<file path="src/rtl/tilt_player_control.sv">
// Turns accelerometer X/Y samples into a saturated ship position (moved once per frame)
// and a hysteretic one-cycle fire request.
module tilt_player_control #(
   parameter int SCREEN_W    = 640,
   parameter int PLAYER_W    = 32,
   parameter int DEAD_ZONE   = 16,
   parameter int SPEED_SHIFT = 4,
   parameter int MAX_SPEED   = 8,
   parameter int FIRE_THRESH = 128
) (
   input  logic        clk,
   input  logic        reset_n,
   input  logic        data_update,
   input  logic [15:0] data_x,
   input  logic [15:0] data_y,
   input  logic        frame_tick,
   output logic [9:0]  player_x,
   output logic [3:0]  speed,
   output logic        dir_left,
   output logic [15:0] avg_x,
   output logic        fire_pulse
);

   localparam logic [9:0]         X_MAX    = 10'(SCREEN_W - PLAYER_W);
   localparam logic [9:0]         X_HOME   = 10'((SCREEN_W - PLAYER_W) / 2);
   localparam logic [16:0]        DZ       = 17'(DEAD_ZONE);
   localparam logic [16:0]        SPD_CAP  = 17'(MAX_SPEED);
   localparam logic signed [15:0] FIRE_ON  = 16'(-FIRE_THRESH);
   localparam logic signed [15:0] FIRE_OFF = 16'(-(FIRE_THRESH / 2));

   typedef enum logic [1:0] {
      ARMED = 2'b01,
      FIRED = 2'b10
   } fire_state_t;

   logic [3:0][15:0]   tap;
   logic [1:0]         ptr_reg;
   logic signed [17:0] sum_reg;
   logic signed [17:0] sum_next;
   logic [16:0]        avg_ext;
   logic [16:0]        mag;
   logic [16:0]        excess;
   logic [16:0]        step_raw;
   logic [3:0]         speed_next;
   logic               dir_next;
   logic signed [10:0] pos_wide;
   logic [9:0]         pos_next;
   logic signed [15:0] data_y_s;
   fire_state_t        state_reg;
   fire_state_t        state_next;
   logic               fire_next;

   // Ring buffer of the last four X samples.
   generate
      for (genvar gi = 0; gi < 4; gi++) begin : g_tap
         logic [15:0] tap_reg;
         always_ff @(posedge clk or negedge reset_n) begin
            if (!reset_n) begin
               tap_reg <= '0;
            end else if (data_update && (ptr_reg == 2'(gi))) begin
               tap_reg <= data_x;
            end
         end
         assign tap[gi] = tap_reg;
      end
   endgenerate

   always_comb begin
      sum_next = sum_reg - $signed({{2{tap[ptr_reg][15]}}, tap[ptr_reg]})
                         + $signed({{2{data_x[15]}}, data_x});
   end

   always_ff @(posedge clk or negedge reset_n) begin
      if (!reset_n) begin
         ptr_reg <= 2'd0;
         sum_reg <= '0;
      end else if (data_update) begin
         ptr_reg <= ptr_reg + 2'd1;
         sum_reg <= sum_next;
      end
   end

   assign avg_x = sum_reg[17:2];

   // 17-bit magnitude so that |-32768| is representable.
   always_comb begin
      avg_ext    = {avg_x[15], avg_x};
      mag        = avg_x[15] ? (17'd0 - avg_ext) : avg_ext;
      excess     = mag - DZ;
      step_raw   = (excess >> SPEED_SHIFT) + 17'd1;
      speed_next = 4'd0;
      if (mag > DZ) begin
         speed_next = (step_raw > SPD_CAP) ? SPD_CAP[3:0] : step_raw[3:0];
      end
      dir_next = avg_x[15] && (speed_next != 4'd0);
   end

   always_comb begin
      if (dir_left) begin
         pos_wide = $signed({1'b0, player_x}) - $signed({7'd0, speed});
      end else begin
         pos_wide = $signed({1'b0, player_x}) + $signed({7'd0, speed});
      end
      if (pos_wide < 11'sd0) begin
         pos_next = 10'd0;
      end else if (pos_wide > $signed({1'b0, X_MAX})) begin
         pos_next = X_MAX;
      end else begin
         pos_next = pos_wide[9:0];
      end
   end

   // Speed is re-registered every cycle, so a coincident frame_tick sees the old value.
   always_ff @(posedge clk or negedge reset_n) begin
      if (!reset_n) begin
         player_x <= X_HOME;
         speed    <= 4'd0;
         dir_left <= 1'b0;
      end else begin
         speed    <= speed_next;
         dir_left <= dir_next;
         if (frame_tick) begin
            player_x <= pos_next;
         end
      end
   end

   assign data_y_s = $signed(data_y);

   always_comb begin
      state_next = state_reg;
      fire_next  = 1'b0;
      case (state_reg)
         ARMED: begin
            if (data_update && (data_y_s < FIRE_ON)) begin
               fire_next  = 1'b1;
               state_next = FIRED;
            end
         end
         FIRED: begin
            if (data_update && (data_y_s > FIRE_OFF)) begin
               state_next = ARMED;
            end
         end
         default: state_next = ARMED;
      endcase
   end

   always_ff @(posedge clk or negedge reset_n) begin
      if (!reset_n) begin
         state_reg  <= ARMED;
         fire_pulse <= 1'b0;
      end else begin
         state_reg  <= state_next;
         fire_pulse <= fire_next;
      end
   end

endmodule

</file>
<file path="config.mk">
export PLATFORM = sky130hd
export DESIGN_NAME = tilt_player_control
export DESIGN_NICKNAME = d
export VERILOG_FILES = /design/src/rtl/tilt_player_control.sv
export SDC_FILE = /design/constraint.sdc
export NUM_CORES = 1
export LEC_CHECK = 0
export CAP_MARGIN = 0
export CORE_MARGIN = 2
export CORE_UTILIZATION = 55
export DETAILED_ROUTE_END_ITERATION = 8
export GPL_ROUTABILITY_DRIVEN = 0
export PLACE_DENSITY_LB_ADDON = 0.25
export SYNTH_ARGS = -nofsm -noshare
export SYNTH_HDL_FRONTEND = slang
export SYNTH_SLANG_ARGS = --single-unit
</file>
<file path="constraint.sdc">
create_clock -name clk -period 11.4 [get_ports clk]
set_input_delay 2.28 -clock clk [delete_from_list [all_inputs] [get_ports clk]]
set_output_delay 2.28 -clock clk [all_outputs]
set_load 0.005 [all_outputs]
</file>
# Word level (Yosys, flattened, before mapping)
# Cells that the tools add are included.
totals:
  reg_bits: 102
  latchBits: 0
  ram_bits: 0
  rom_bits: 0
  inputBits: 36
  word_cells: 56
  n_memories: 0
op_classes:
  add_sub_neg: 8
  n_mul: 0
  div_mod_pow: 0
  magnitude_cmp: 7
  n_eq_ne: 7
  shift: 0
  mux: 13
  bitwise_logic: 0
  reduce_logical: 10
ops:
  columns: ["cell", "n"]
  rows:
  - ["binary-select mux 16 bit (select 2 bit)", 1]
  - ["2-to-1 mux 10 bit", 2]
  - ["adder 18 x 16 -> 18 bit", 1]
  - ["subtractor 18 x 16 -> 18 bit", 1]
  - ["greater-than comparator 17 x 5 -> 1 bit (second input constant)", 1]
  - ["2-to-1 mux 17 bit", 1]
  - ["subtractor 1 x 16 -> 17 bit (first input constant)", 1]
  - ["subtractor 17 x 5 -> 17 bit (second input constant)", 1]
  - ["greater-than comparator 16 x 7 -> 1 bit (second input constant)", 1]
  - ["< comparator 16 x 8 -> 1 bit (second input constant)", 1]
  - ["2-to-1 mux 16 bit", 1]
  - ["adder 13 x 1 -> 14 bit (second input constant)", 1]
  - ["greater-than comparator 14 x 4 -> 1 bit (second input constant)", 1]
  - ["adder 10 x 4 -> 11 bit", 1]
  - ["greater-than comparator 11 bit (second input constant)", 1]
  - ["< comparator 11 x 1 -> 1 bit (second input constant)", 1]
  - ["2-to-1 mux 11 bit", 1]
  - ["subtractor 10 x 4 -> 11 bit", 1]
  - ["2-to-1 mux 4 bit", 2]
  - ["logical AND 1 bit", 7]
  - ["== test 2 bit (second input constant)", 3]
  - ["== test 2 x 1 -> 1 bit (second input constant)", 2]
  - ["2-to-1 mux 2 bit", 2]
  - ["inequality test 2 bit (second input constant)", 2]
  - ["other kinds (7)", 8]

# Depth between registers and ports, before layout
depth:
  word_depth: 9
  depth_mapped: 16

# Least setup slack after synthesis
# No wires, ideal clock.
synth_path:
  path_type: "input-to-reg"
  from: "input data_x[1]"
  to: "register sum_reg[17]"
  setup_ps: 91
  arrival_time_ps: 5315
  required_ps: 11309
  setup_slack_ps: 5994
  cell_stages: 13
  path_buffers: 0
  cell_sequence: "inv_1 > fa_1 > inv_1 > ha_1 > a21o_1 > a311o_1 > a21oi_1 > or3_1 > a21oi_1 > a2111oi_0 > nor2_1 > o41a_1 > o2111ai_1"
synth_via:
  elab_chain_len: 1
synth_lines:
  columns: ["element", "line", "source"]
  rows:
  - ["start: declaration", "14", "input logic [15:0] data_x,"]
  - ["adder 18 x 16 -> 18 bit", "70", "+ $signed({{2{data_x[15]}}, data_x});"]
  - ["end signal: assignment", "79", "sum_reg <= sum_next;"]
  - ["end: declaration", "38", "logic signed [17:0] sum_reg;"]
# Every way passes these cells.
# A chain may end at the register's enable or synchronous reset.

# Worst setup path after layout
# Same ends and word-level chain as after synthesis.

==> results.md <==
- Kind of capture point of the worst setup path: flip-flop
- Final antenna diode count: 0
- Fraction of final layout cells with drive strength greater than 1: between 7 and 8%
- # clock sinks: 102
- Max Buffers Root-to-Sink: 2
- DRT Pass-1 Iters: 4
- Final Net Count: between 900 and 1,000
- Syn avg cell area: 9.29 sq um
- Remaining antenna violation count: 0
- Final Hold Viols: 0
- DP Wirelength: 12.0 mm
- Worst Path Required: 11.66 ns
- Count of hold buffers inserted by post-cts repair: 0
- Number of flip-flops in the largest register: 64
- Combined global-route utilization of all metal layers: between 20% and 30%
- Fin Setup TNS: 0 ns
- Placed instance count: 984
- Commonest cells in the synthesized netlist: sky130_fd_sc_hd__dfrtp_1 (98), sky130_fd_sc_hd__nand2_1 (98), sky130_fd_sc_hd__inv_1 (90)
- Max capacitance violation total: 0
- Number of global-route vias before repair: about 5,900
- Buffers plus inverters on the worst setup path: 3
- Io pins: 68
- Number of standard-cell rows in the floorplan: 42
- Initial standard-cell utilization of the core: 55.8%
- Flop and latch count out of synthesis: around 100
- Slew at the pin closest to its max-slew limit: 1.20 ns
- Final-report max-slew violation count: 0
- Area share of the largest cell type after synthesis: 33.4%
- Gate count of the mapped netlist: 789
- Portion of the post-synthesis area used by sequential elements: about a third
- Biggest area contributors in the synthesized netlist: sky130_fd_sc_hd__dfrtp_1 (33%), sky130_fd_sc_hd__ha_1 (6.7%), sky130_fd_sc_hd__o21ai_0 (5.6%)
- Crit-path cells: clkdlybuf4s50_1 > inv_1 > fa_1 > inv_1 > ha_1 > a21o_1 > a311o_1 > a21oi_1 > or3_1 > a21oi_1 > a2111oi_0 > nor2_1 > o41a_1 > o2111ai_1
- Predominant post-synthesis flop cell: sky130_fd_sc_hd__dfrtp_1
- Ratio of final minimum period to clock period: 52.6%
- Setup Buffers After CTS: 0
- Clock latency at the later pin of the worst-skew pair: 0.36 ns
- Count of port buffers added during placement: 67
- Final routed wire length divided by cell count: 16.5 microns
- Total via count after detailed routing: 5,898
- Count of endpoints failing setup in the final report: 0
- Type of origin of the critical path: input port
- Post-synthesis instance area: between 7000 and 8000 sq um
- Largest fanout on the critical path: 5
- Width of the die: 119 microns
- Cts repair resizes: 0
- Via density: 5.90
- Peak per-stage delay on the critical path: 0.68 ns
- Number of nets in the synthesized netlist: 882
- RSZ-0062 raised after global routing: no
- Area of the die: 14,300 sq um
- Fraction of registers with async set or reset after synthesis: 100%
- Number of DRC markers after the initial detailed-route iteration: 398
- Period minus WS final: 5.99 ns
- Cell with the biggest individual delay on the critical path: sky130_fd_sc_hd__a2111oi_0
- Largest net degree at the start of global routing: 87
- Area growth from synthesis to layout: 12.5%
- Chip height: 119 microns
- Distinct cell type count of the synthesized netlist: 87
- Placeable Area: 13,100 sq um
- Number of synthesis warnings: 0
- Clock slew at the register clock pins of the worst setup and hold paths: approximately 0.070 ns
- Final routed DRC violation total: 0
- CTS tree: done
- Master cell of the clock root buffer: sky130_fd_sc_hd__clkbuf_16
- Outcome: finished clean
- Setup clock skew after layout: 0.00874 ns
- Path category of the worst min-delay check: flip-flop to flip-flop
- Number of enable flip-flop cells after synthesis: 0
- Hold Slack: 0.479 ns
- Max frequency: 167 MHz
- First-pass GRT wire length: 28.1 mm
- Post-route insts no fill: approximately 1,000
- Class of the most critical setup path: input port to flip-flop
- Initial antenna violation count: 0
- Leading area contributor after synthesis: sky130_fd_sc_hd__dfrtp_1
- Deepest level of the CTS H-tree: 3
- Residual overflow from global routing: 0
- Worst EP arrival: 6.26 ns
- Total wirelength of the detailed-routed design: around 16 mm
- Worst max-slew margin expressed relative to the limit: 19.2%
- Number of clock buffers inserted by TritonCTS: 9
- Top cell family by delay on the critical path: compound AO/OA/AOI/OAI gates
## worst reg2reg max path, stage by stage (launching register included)
cell	delay, ns
sky130_fd_sc_hd__dfrtp_1	0.90
sky130_fd_sc_hd__mux4_2	0.44
sky130_fd_sc_hd__fa_1	0.55
sky130_fd_sc_hd__inv_1	0.06
sky130_fd_sc_hd__ha_1	0.30
sky130_fd_sc_hd__a21o_1	0.20
sky130_fd_sc_hd__a311o_1	0.35
sky130_fd_sc_hd__a21oi_1	0.31
sky130_fd_sc_hd__or3_1	0.20
sky130_fd_sc_hd__a21oi_1	0.14
sky130_fd_sc_hd__a2111oi_0	0.68
sky130_fd_sc_hd__nor2_1	0.15
sky130_fd_sc_hd__o41a_1	0.35
sky130_fd_sc_hd__o2111ai_1	0.11
## logic make-up (layout without fill, tap and decap cells)
logic type                 after synthesis  in the layout  share of synthesized area, %
and+or+nand+nor                        217            217                          15.2
AOI/OAI and AO/OA                      197            197                          17.7
buffers and inverters                  143            178                          8.38
DFF                                    102            102                          34.9
adders and majority gates               57             57                          11.6
xor gates and xnor gates                41             41                          5.00
muxes                                   32             32                          7.27
## per-stage QoR
stage | instance area, sq um | util [%] | worst slack, ns
2_1_floorplan | 7330 | - | 5.99
3_3_place_gp | 7980 | 60.7 | 5.26
3_5_place_dp | 7980 | 60.7 | 5.15
4_1_cts | 8250 | 62.8 | 5.48
5_1_grt | 8250 | 62.8 | 5.18
6_report | 8250 | 62.8 | 5.41
## area by class of cell
class / instances / area, sq um
clock inverter: 3 / 22.5
multi-input combinational: 544 / 4160
tap: 176 / 220
inverter: 92 / 345
fill: 1045 / 4890
timing repair buffer: 70 / 691
sequential: 102 / 2560
clock buffer: 13 / 250
## per-layer routing
metal,vias up,track usage (%),share of wire [%]
li1,2822,-,-
met1,2929,31.8,44
met2,128,41.7,51
met3,19,4.89,3.6
met4,0,6.99,1.4
met5,-,0,0
## cell usage in the layout (no fill, tap or decap), drive strengths merged, types with 4 or more instances in the layout
cell / count
nand2: 98
dfrtp: 98
inv: 91
o21ai: 84
clkdlybuf4s50: 66
ha: 39
a21oi: 28
xnor2: 26
nor2: 24
fa: 18
nor3: 17
mux4: 16
xor2: 15
clkbuf: 13
nand3: 12
mux2i: 9
nor2b: 8
nor4: 8
o211ai: 7
or3: 7
mux2: 7
nand2b: 6
o41ai: 6
o21a: 6
a31oi: 6
o2111ai: 6
a41oi: 5
a21o: 5
o22ai: 5
o32ai: 5
or2: 5
and2: 4
nand4: 4
a31o: 4
a311o: 4
buf: 4
dfstp: 4
## final timing paths
kind                                       from  cells after the start                   end  slack (ns)
min                        g_tap[2].tap_reg[12]                      2  g_tap[2].tap_reg[12]        0.48
max in group asynchronous               reset_n                      2  g_tap[0].tap_reg[11]        8.27
min in group asynchronous               reset_n                      1            fire_pulse        1.78
min reg2reg                g_tap[2].tap_reg[12]                      2  g_tap[2].tap_reg[12]        0.48
max reg2reg                          ptr_reg[1]                     13           sum_reg[17]        6.59
max                                   data_x[1]                     14           sum_reg[17]        5.41
Power is left out: the tool's default activity adds up to more than one toggle a clock period on the data nets, which glitch-free logic cannot reach.
